**src/rtl/jts16_snd_cmdfifo_if.sv**
```systemverilog
// Command/reply bus between the main CPU decoder, the sound CPU and the
// S16 sound command FIFO.
//   slave  : the FIFO's view (strobes and data in, status and data out)
//   master : the CPU-side view (the reverse directions)
// Signals:
//   main_wr/main_din        push a command word
//   main_full/main_ovf      FIFO full / sticky dropped-write flag
//   ovf_clr                 clears main_ovf
//   main_dout/main_rdy      reply word and "unread reply" flag
//   main_rd                 main CPU consumed the reply
//   snd_rd/snd_dout/snd_obf pop strobe, head word, FIFO non-empty
//   snd_wr/snd_din          load the reply latch
//   int_ack                 Z80 interrupt acknowledge
//   flush                   synchronous FIFO clear
//   int_n                   sound-CPU interrupt, active low
//   count                   entries held, 0..DEPTH
interface jts16_snd_cmdfifo_if #(
  parameter int DW    = 8,
  parameter int DEPTH = 4
);
  localparam int AW = $clog2(DEPTH);

  logic          main_wr;
  logic [DW-1:0] main_din;
  logic          main_full;
  logic          main_ovf;
  logic          ovf_clr;
  logic [DW-1:0] main_dout;
  logic          main_rdy;
  logic          main_rd;
  logic          snd_rd;
  logic [DW-1:0] snd_dout;
  logic          snd_obf;
  logic          snd_wr;
  logic [DW-1:0] snd_din;
  logic          int_ack;
  logic          flush;
  logic          int_n;
  logic [AW:0]   count;

  modport slave (
    input  main_wr, main_din, ovf_clr, main_rd, snd_rd, snd_wr, snd_din,
           int_ack, flush,
    output main_full, main_ovf, main_dout, main_rdy, snd_dout, snd_obf,
           int_n, count
  );

  modport master (
    output main_wr, main_din, ovf_clr, main_rd, snd_rd, snd_wr, snd_din,
           int_ack, flush,
    input  main_full, main_ovf, main_dout, main_rdy, snd_dout, snd_obf,
           int_n, count
  );
endinterface

```
**src/rtl/jts16_snd_cmdfifo.sv**
```systemverilog
// Main-CPU to sound-CPU command mailbox: DEPTH-entry command FIFO, one-entry
// reply latch back to the main CPU, sticky overflow flag and a sound-CPU
// interrupt that is either level (FIFO non-empty) or latched (set on push,
// cleared by int_ack). All outputs are registered.
// Ports:
//   clk    system clock
//   rst_n  asynchronous active-low reset
//   bus    command/reply bus, slave side (see jts16_snd_cmdfifo_if)
module jts16_snd_cmdfifo #(
  parameter int DW       = 8,
  parameter int DEPTH    = 4,
  parameter int IRQ_MODE = 0
) (
  input  logic                  clk,
  input  logic                  rst_n,
  jts16_snd_cmdfifo_if.slave    bus
);
  localparam int AW = $clog2(DEPTH);

  logic [DW-1:0] mem [DEPTH];
  logic [AW-1:0] rp, wp, rp_inc;
  logic [AW:0]   cnt, cnt_nx;
  logic          full, obf, ovf, rdy, int_n;
  logic [DW-1:0] head, head_nx, reply;
  logic          push, pop, ovf_set, int_n_nx;

  always_comb begin
    push    = bus.main_wr && (!full || bus.snd_rd) && !bus.flush;
    pop     = bus.snd_rd && obf && !bus.flush;
    ovf_set = bus.main_wr && full && !bus.snd_rd && !bus.flush;
    rp_inc  = rp + AW'(1);

    cnt_nx = cnt;
    if (bus.flush)
      cnt_nx = '0;
    else if (push && !pop)
      cnt_nx = cnt + (AW+1)'(1);
    else if (pop && !push)
      cnt_nx = cnt - (AW+1)'(1);

    // Head register tracks mem[rp] one cycle ahead: a push into an empty
    // (or emptying) FIFO forwards main_din, a pop exposes the next slot,
    // and popping the last entry leaves the old word in place.
    head_nx = head;
    if (push && (cnt == '0 || (pop && cnt == (AW+1)'(1))))
      head_nx = bus.main_din;
    else if (pop && cnt != (AW+1)'(1))
      head_nx = mem[rp_inc];

    int_n_nx = int_n;
    if (IRQ_MODE == 0)
      int_n_nx = (cnt_nx == '0);
    else if (push)
      int_n_nx = 1'b0;
    else if (bus.int_ack)
      int_n_nx = 1'b1;
  end

  always_ff @(posedge clk or negedge rst_n) begin
    if (!rst_n) begin
      for (int unsigned i = 0; i < DEPTH; i++) mem[i] <= '0;
      rp    <= '0;
      wp    <= '0;
      cnt   <= '0;
      full  <= 1'b0;
      obf   <= 1'b0;
      ovf   <= 1'b0;
      rdy   <= 1'b0;
      int_n <= 1'b1;
      head  <= '0;
      reply <= '0;
    end else begin
      if (push) begin
        mem[wp] <= bus.main_din;
        wp      <= wp + AW'(1);
      end
      if (bus.flush) begin
        rp <= '0;
        wp <= '0;
      end else if (pop) begin
        rp <= rp_inc;
      end
      cnt   <= cnt_nx;
      full  <= (cnt_nx == (AW+1)'(DEPTH));
      obf   <= (cnt_nx != '0);
      head  <= head_nx;
      int_n <= int_n_nx;

      if (ovf_set)
        ovf <= 1'b1;
      else if (bus.ovf_clr)
        ovf <= 1'b0;

      if (bus.snd_wr) begin
        reply <= bus.snd_din;
        rdy   <= 1'b1;
      end else if (bus.main_rd) begin
        rdy <= 1'b0;
      end
    end
  end

  assign bus.count     = cnt;
  assign bus.main_full = full;
  assign bus.main_ovf  = ovf;
  assign bus.main_dout = reply;
  assign bus.main_rdy  = rdy;
  assign bus.snd_dout  = head;
  assign bus.snd_obf   = obf;
  assign bus.int_n     = int_n;
endmodule

```
**src/flat_wrapper.sv**
```systemverilog
// flat-port wrapper written by rule: the top's interface ports become plain ports
module jts16_snd_cmdfifo_flat 
#(
  parameter int DW       = 8,
  parameter int DEPTH    = 4,
  parameter int IRQ_MODE = 0
)
  (clk, rst_n, bus_main_wr, bus_main_din, bus_ovf_clr, bus_main_rd, bus_snd_rd, bus_snd_wr, bus_snd_din, bus_int_ack, bus_flush, bus_main_full, bus_main_ovf, bus_main_dout, bus_main_rdy, bus_snd_dout, bus_snd_obf, bus_int_n, bus_count);
  jts16_snd_cmdfifo_if #(.DW(DW), .DEPTH(DEPTH)) bus_i ();
  input  logic clk;
  input  logic rst_n;
  input wire logic [$bits(bus_i.main_wr)-1:0] bus_main_wr;
  input wire logic [$bits(bus_i.main_din)-1:0] bus_main_din;
  input wire logic [$bits(bus_i.ovf_clr)-1:0] bus_ovf_clr;
  input wire logic [$bits(bus_i.main_rd)-1:0] bus_main_rd;
  input wire logic [$bits(bus_i.snd_rd)-1:0] bus_snd_rd;
  input wire logic [$bits(bus_i.snd_wr)-1:0] bus_snd_wr;
  input wire logic [$bits(bus_i.snd_din)-1:0] bus_snd_din;
  input wire logic [$bits(bus_i.int_ack)-1:0] bus_int_ack;
  input wire logic [$bits(bus_i.flush)-1:0] bus_flush;
  output wire logic [$bits(bus_i.main_full)-1:0] bus_main_full;
  output wire logic [$bits(bus_i.main_ovf)-1:0] bus_main_ovf;
  output wire logic [$bits(bus_i.main_dout)-1:0] bus_main_dout;
  output wire logic [$bits(bus_i.main_rdy)-1:0] bus_main_rdy;
  output wire logic [$bits(bus_i.snd_dout)-1:0] bus_snd_dout;
  output wire logic [$bits(bus_i.snd_obf)-1:0] bus_snd_obf;
  output wire logic [$bits(bus_i.int_n)-1:0] bus_int_n;
  output wire logic [$bits(bus_i.count)-1:0] bus_count;
  assign bus_i.main_wr = bus_main_wr;
  assign bus_i.main_din = bus_main_din;
  assign bus_i.ovf_clr = bus_ovf_clr;
  assign bus_i.main_rd = bus_main_rd;
  assign bus_i.snd_rd = bus_snd_rd;
  assign bus_i.snd_wr = bus_snd_wr;
  assign bus_i.snd_din = bus_snd_din;
  assign bus_i.int_ack = bus_int_ack;
  assign bus_i.flush = bus_flush;
  assign bus_main_full = bus_i.main_full;
  assign bus_main_ovf = bus_i.main_ovf;
  assign bus_main_dout = bus_i.main_dout;
  assign bus_main_rdy = bus_i.main_rdy;
  assign bus_snd_dout = bus_i.snd_dout;
  assign bus_snd_obf = bus_i.snd_obf;
  assign bus_int_n = bus_i.int_n;
  assign bus_count = bus_i.count;
  jts16_snd_cmdfifo #(.DW(DW), .DEPTH(DEPTH), .IRQ_MODE(IRQ_MODE)) u_core (.clk(clk), .rst_n(rst_n), .bus(bus_i));
endmodule
```
**config.mk**
```make
export PLATFORM = sky130hd
export DESIGN_NAME = jts16_snd_cmdfifo_flat
export DESIGN_NICKNAME = d
export VERILOG_FILES = /design/src/rtl/jts16_snd_cmdfifo_if.sv /design/src/rtl/jts16_snd_cmdfifo.sv /design/src/flat_wrapper.sv
export SDC_FILE = /design/constraint.sdc
export NUM_CORES = 1
export LEC_CHECK = 0
export CAP_MARGIN = 20
export CORE_MARGIN = 2
export CORE_UTILIZATION = 38
export DETAILED_ROUTE_END_ITERATION = 8
export PLACE_DENSITY = 0.57
export SLEW_MARGIN = 20
export SYNTH_ARGS = -nofsm -noshare
export SYNTH_HDL_FRONTEND = slang
export SYNTH_SLANG_ARGS = --single-unit
```
**constraint.sdc**
```tcl
create_clock -name clk -period 2.4 [get_ports clk]
set_clock_uncertainty 0.2 [all_clocks]
set_input_delay 0.36 -clock clk [delete_from_list [all_inputs] [get_ports clk]]
set_output_delay 0.36 -clock clk [all_outputs]
set_load 0.02 [all_outputs]
```
==> results.yml, run 1 <==
floorplan:
  initial_core_util_pct: 39.3
  ios: 49
  die_area_um2: 8730
  die_w_um: 93.4
  core_um2: 7730
  die_y_um: 93.4
  rows: 32
routing:
  ant_nets: 0
  drcViolationCount: 0
  vias: 1871
  detail_route.first_pass.iterations: 4
  drt_iter0_drc: 58
  drt-total-wl_um: 5940
  post_drt_wl_per_cell_um: 15.5
  viasPerCell: 4.90
clock_network:
  cts_root_buf: "clkbuf_8"
  cts_tree: "yes"
  cts_resized: 0
  cts_max_level: 3
  cts.sinks: 60
  numCtsBuffers: 9
  clk_pin_slew_ns: 0.07
  clk_latency_ns: 0.33
  clockBufferDepth: 2
synth:
  netlist_instances: 215
  synth_edf_count: 0
  synth_seq_cells: 60
  ys_seq_area_share_pct: 49.5
  synth.distinct_cells: 42
  syn_avg_cell_area_um2: 14.1
  synth_async_sr_flop_share_pct: 100
  yosysWarnings: 0
  synth_flop_cell: "dfrtp_1"
  synth_area_um2: 3040
  syn-num-nets: 248
pwr:
  peakVddDrop_v: 0.000385
  cellPowerDensity_nw_per_um2: 953
  p_leak_nw: 1.74
  power.total_w: 0.00369
worst_setup_path:
  r2r-start: "u_core.bus.count[1]$_DFF_PN0_"
  cp.required_ns: 1.84
  max_stage_delay_ns: 0.67
  cpLargestDelayFamily: "buffers and inverters"
  path_cells: "clkdlybuf4s50_1"
  cp_max_fo: 9
  path_buf_inv: 1
  crit_path_end_kind: "output pin"
  worstPathArrival_ns: 1.51
  worst-setup-path-type: "register to output pin"
  start_kind: "register"
  crit_slowest_cell: "clkdlybuf4s50_1"
  cp-startpoint: "u_core.bus.snd_obf$_DFF_PN0_"
grt:
  grt_max_degree: 61
  grt_pass1_vias: 1981
  antenna_found_initial: 0
  grt_pass1_wl_um: 10200
  met2_usage_pct: 23.0
  busiest_layer: "met2"
  grt_overflow: 0
  grtUsageTotal_pct: 15.4
  gr-usage-met1_pct: 21.4
  use_met3_pct: 5.16
place:
  dp_hpwl_um: 3870
  dp_worst_setup_slack_ns: 0.118
  place_area_um2: 3660
  gp_congestion: 0.753
  io_buffers: 47
final_layout:
  final_nets: 308
  drive_gt1_share_pct: 31.8
  n_fill_cell: 664
  diodes: 0
  areaGrowthSynthToFinish_pct: 27.4
  finalInstanceArea_um2: 3870
  fin_util_pct: 50.1
sta:
  final_max_slew_viol_count: 0
  fmax_ghz: 0.484
  min_period_over_period_pct: 86.1
  tns_ns: 0
  fin_crit_ns: 2.07
  slew_headroom_pct: 67.6
  timing.final.ws_setup_ns: 0.334
  rsz0062_at_grt: "no"
  tightest_slew_ns: 0.486
  setup_viol: 0
  finalHoldViolCount: 0
hold_path:
  hold_class: "register to register"
  hold_start: "u_core.bus.main_rdy$_DFFE_PN0P_"
outcome:
  run_status: "complete, no violations"
job:
  drv_cap: 0
state kept, by name (all words and copies together) (netlist names):
signal                flops
u_core.bus.main_rdy       1
u_core.bus.snd_obf        1
u_core.bus.count          3
u_core.rp                 2
u_core.bus.main_full      1
u_core.mem               32
u_core.bus.snd_dout       8
u_core.wp                 2
u_core.bus.main_dout      8
u_core.bus.main_ovf       1
u_core.bus.int_n          1
metal layers:
metal | vias up | share of wire, %
met3 | 4 | 5.1
met4 | 0 | 0.78
met2 | 46 | 44
met1 | 935 | 50
met5 | - | 0
li1 | 886 | -
cell usage in the layout (no fill, tap or decap), drive strengths merged, types with 2 or more instances in the layout:
cell type	synthesis	final
nand3	3	3
a31oi	8	8
buf	6	11
clkdlybuf4s50	0	46
nand2	24	24
nor2	14	14
dfrtp	59	59
mux2	40	40
clkbuf	3	13
a21oi	3	3
nor3	2	2
xor2	2	2
xnor2	4	4
clkinv	0	3
nand4b	2	2
nor2b	2	2
a311oi	2	2
ha	8	8
mux4	8	8
inv	8	8
worst reg2reg max path, delay by kind of cell, from the launching register on:
family                   cells  cell delay [ns]
buffers and inverters        1             0.13
AO/OA/AOI/OAI                1             0.09
flip-flops                   1             0.47
adder cells (fa/ha/maj)      1             0.21
AND/OR/NAND/NOR              3             0.81
through the flow:
stage / cells / hold slack [ns]
floorplan: 215 / -0.136
global placement: 365 / 0.198
detailed placement: 365 / 0.200
CTS: 382 / 0.290
global route: 382 / 0.311
finish: 382 / 0.284
cell families after synthesis:
family | count (synthesis) | share of synthesized area (%)
adder cells (fa/ha/maj) | 8 | 3.30
multiplexers | 49 | 25.2
flip-flops | 60 | 49.5
XOR/XNOR | 6 | 1.73
buffers and inverters | 17 | 3.25
AO/OA/AOI/OAI | 21 | 5.77
AND/OR/NAND/NOR | 54 | 11.3
final cells by class:
cell class	instances	area, µm²	share of cell area [%]
Multi-Input combinational cell	138	1440	37.1
Sequential cell	60	1500	38.8
Timing Repair Buffer	58	576	14.9
Clock inverter	3	18.8	0.485
Clock buffer	13	179	4.62
Tap cell	102	128	3.30
Inverter	8	30.0	0.776
final timing paths:
path / end / depth (start not counted) / slack (ns)
max: bus_snd_obf / 1 / 0.33
min: u_core.bus.main_rdy$_DFFE_PN0P_ / 1 / 0.28
max reg2reg: u_core.bus.snd_dout[1]$_DFFE_PN0P_ / 6 / 0.39
min reg2reg: u_core.bus.main_rdy$_DFFE_PN0P_ / 1 / 0.28
max in group asynchronous: u_core.bus.int_n$_DFF_PN1_ / 3 / 1.31
min in group asynchronous: u_core.wp[1]$_DFFE_PN0P_ / 3 / 0.37
synth_stat cells (2+ instances only):
| cell type | instances | area share, % |
|---|---|---|
| a21oi_1 | 3 | 0.49 |
| a31oi_1 | 8 | 1.6 |
| buf_2 | 3 | 0.49 |
| buf_6 | 2 | 0.74 |
| clkbuf_1 | 3 | 0.37 |
| dfrtp_1 | 59 | 49 |
| ha_1 | 8 | 3.3 |
| inv_1 | 8 | 0.99 |
| mux2_2 | 8 | 3.0 |
| mux2_4 | 32 | 16 |
| mux4_2 | 8 | 5.9 |
| nand2_1 | 20 | 2.5 |
| nand2_8 | 4 | 2.6 |
| nand3_1 | 3 | 0.49 |
| nand4b_1 | 2 | 0.58 |
| nor2_1 | 14 | 1.7 |
| xnor2_1 | 4 | 1.2 |
| xor2_1 | 2 | 0.58 |
what timing repair did:
item                                    in CTS  in global routing
setup buffers                                0                  0
endpoints found under the setup margin       0                  0
hold buffers                                 1                  0
endpoints found under the hold margin       59                  0
power breakdown:
part | leakage [nW] | switching, W | internal, W | total (W)
Clock | 0.105 | 0.000401 | 0.000486 | 0.000888
Sequential | 0.741 | 0.000210 | 0.00131 | 0.00152
Combinational | 0.896 | 0.000528 | 0.000751 | 0.00128
Total | 1.74 | 0.00114 | 0.00255 | 0.00369
(Power assumes the default switching activity.)
==> run 2: changes to the inputs <==
- CAP_MARGIN: 20 -> unset
- REMOVE_ABC_BUFFERS: unset -> 1
==> results.yml, run 2 (synthesis results as in run 1) <==
worst_setup_path:
  path_cells: "clkdlybuf4s50_1"
  cp_max_fo: 9
  worstPathArrival_ns: 1.52
  crit_slowest_cell: "clkdlybuf4s50_1"
  path_buf_inv: 1
  cpLargestDelayFamily: "buffers and inverters"
  start_kind: "register"
  worst-setup-path-type: "register to output pin"
  cp.required_ns: 1.84
  crit_path_end_kind: "output pin"
  max_stage_delay_ns: 0.67
sta:
  timing.final.ws_setup_ns: 0.324
  tightest_slew_ns: 0.511
  setup_viol: 0
  slew_headroom_pct: 66.0
  fin_crit_ns: 2.08
  tns_ns: 0
  final_max_slew_viol_count: 0
  min_period_over_period_pct: 86.5
  finalHoldViolCount: 0
  rsz0062_at_grt: "no"
  fmax_ghz: 0.482
outcome:
  run_status: "complete, no violations"
pwr:
  p_leak_nw: 1.75
  cellPowerDensity_nw_per_um2: 975
  peakVddDrop_v: 0.000382
routing:
  drt_iter0_drc: 59
  vias: 1876
  post_drt_wl_per_cell_um: 15.9
  detail_route.first_pass.iterations: 5
  ant_nets: 0
  drcViolationCount: 0
  viasPerCell: 4.91
  drt-total-wl_um: 6070
final_layout:
  layout_common_cells: "dfrtp_1, clkdlybuf4s50_1, mux2_4, nand2_1, nor2_1"
  diodes: 0
  final_nets: 308
  largest_register_ffs: 32
  regMostFlops: "u_core.mem"
  areaGrowthSynthToFinish_pct: 28.2
  drive_gt1_share_pct: 31.8
  fin_util_pct: 50.4
  n_fill_cell: 669
  layout_commonest_cell: "dfrtp_1"
  finalInstanceArea_um2: 3890
clock_network:
  cts_tree: "yes"
  cts.sinks: 60
  cts_resized: 0
  clk_pin_slew_ns: 0.07
  cts_max_level: 3
  numCtsBuffers: 9
  cts_root_buf: "clkbuf_8"
  clockBufferDepth: 2
  clk_latency_ns: 0.33
hold_path:
  hold_class: "register to register"
floorplan:
  rows: 32
  die_y_um: 93.4
  ios: 49
  die_w_um: 93.4
  initial_core_util_pct: 39.3
  die_area_um2: 8730
  core_um2: 7730
place:
  dp_worst_setup_slack_ns: 0.0547
  place_area_um2: 3660
  gp_congestion: 0.756
  dp_hpwl_um: 3970
  io_buffers: 47
grt:
  grt_max_degree: 41
  grtUsageTotal_pct: 15.0
  grt_pass1_vias: 1842
  grt_pass1_wl_um: 9800
  antenna_found_initial: 0
  grt_overflow: 0
job:
  drv_cap: 0
run 2: what timing repair did:
item	4_1_cts	5_1_grt
hold endpoints to repair	20	0
hold buffers	1	0
buffers inserted	0	0
run 2: area by class of cell:
cell class | instances | area, µm² | area share (%)
clock buffers | 13 | 179 | 4.60
flip-flops and latches | 60 | 1500 | 38.6
inverters | 8 | 30.0 | 0.771
well taps | 102 | 128 | 3.28
multi-input cells | 138 | 1440 | 36.9
repair buffers | 58 | 576 | 14.8
clock inverters | 3 | 42.5 | 1.09
run 2: report_power, final:
group	switching, W	leakage (nW)	internal [W]
clock network	0.000396	0.112	0.000592
logic	0.000528	0.896	0.000754
registers	0.000215	0.741	0.00131
total	0.00114	1.75	0.00266
run 2: metal layers:
metal / part of all wire [%] / GRT usage (%)
met5: 0 / 0
met4: 0.91 / 5.15
met3: 5.4 / 3.95
met2: 46 / 21.8
met1: 47 / 21.6
run 2: worst paths after layout:
kind | start | cells past startpoint | slack (ns) | end
hold / removal | u_core.bus.main_rdy$_DFFE_PN0P_ | 1 | 0.28 | u_core.bus.main_rdy$_DFFE_PN0P_
hold reg to reg | u_core.bus.main_rdy$_DFFE_PN0P_ | 1 | 0.28 | u_core.bus.main_rdy$_DFFE_PN0P_
max in group asynchronous | rst_n | 3 | 1.00 | u_core.bus.int_n$_DFF_PN1_
setup reg to reg | u_core.bus.count[1]$_DFF_PN0_ | 6 | 0.39 | u_core.bus.snd_dout[5]$_DFFE_PN0P_
min in group asynchronous | rst_n | 2 | 0.35 | u_core.mem[17]$_DFFE_PN0P_
setup / recovery | u_core.bus.snd_obf$_DFF_PN0_ | 1 | 0.32 | bus_snd_obf
run 2: stage by stage:
stage / power [W] / hold WS [ns] / instances
after floorplan: 0.00234 / -0.136 / 206
after global placement: 0.00281 / 0.159 / 365
after detailed placement: 0.00283 / 0.162 / 365
after CTS: 0.00385 / 0.289 / 382
after global routing: 0.00403 / 0.308 / 382
final: 0.00380 / 0.283 / 382
==> run 3: changes to the inputs <==
--- a/constraint.sdc
+++ b/constraint.sdc
@@ -4,2 +4,2 @@
 set_output_delay 0.36 -clock clk [all_outputs]
-set_load 0.02 [all_outputs]
+set_load 0.005 [all_outputs]
==> results of run 3 <==
The final DEF is identical to that of run 2. Status: complete, no violations.
Main changes from that run: setup slack after layout 0.324 ns -> 0.390 ns; start point of the critical path u_core.bus.snd_obf$_DFF_PN0_ -> u_core.bus.count[1]$_DFF_PN0_; end point of the critical path bus_snd_obf -> u_core.bus.snd_dout[5]$_DFFE_PN0P_; total power 0.00380 W -> 0.00366 W; worst IR drop on VDD 0.000382 V -> 0.000364 V
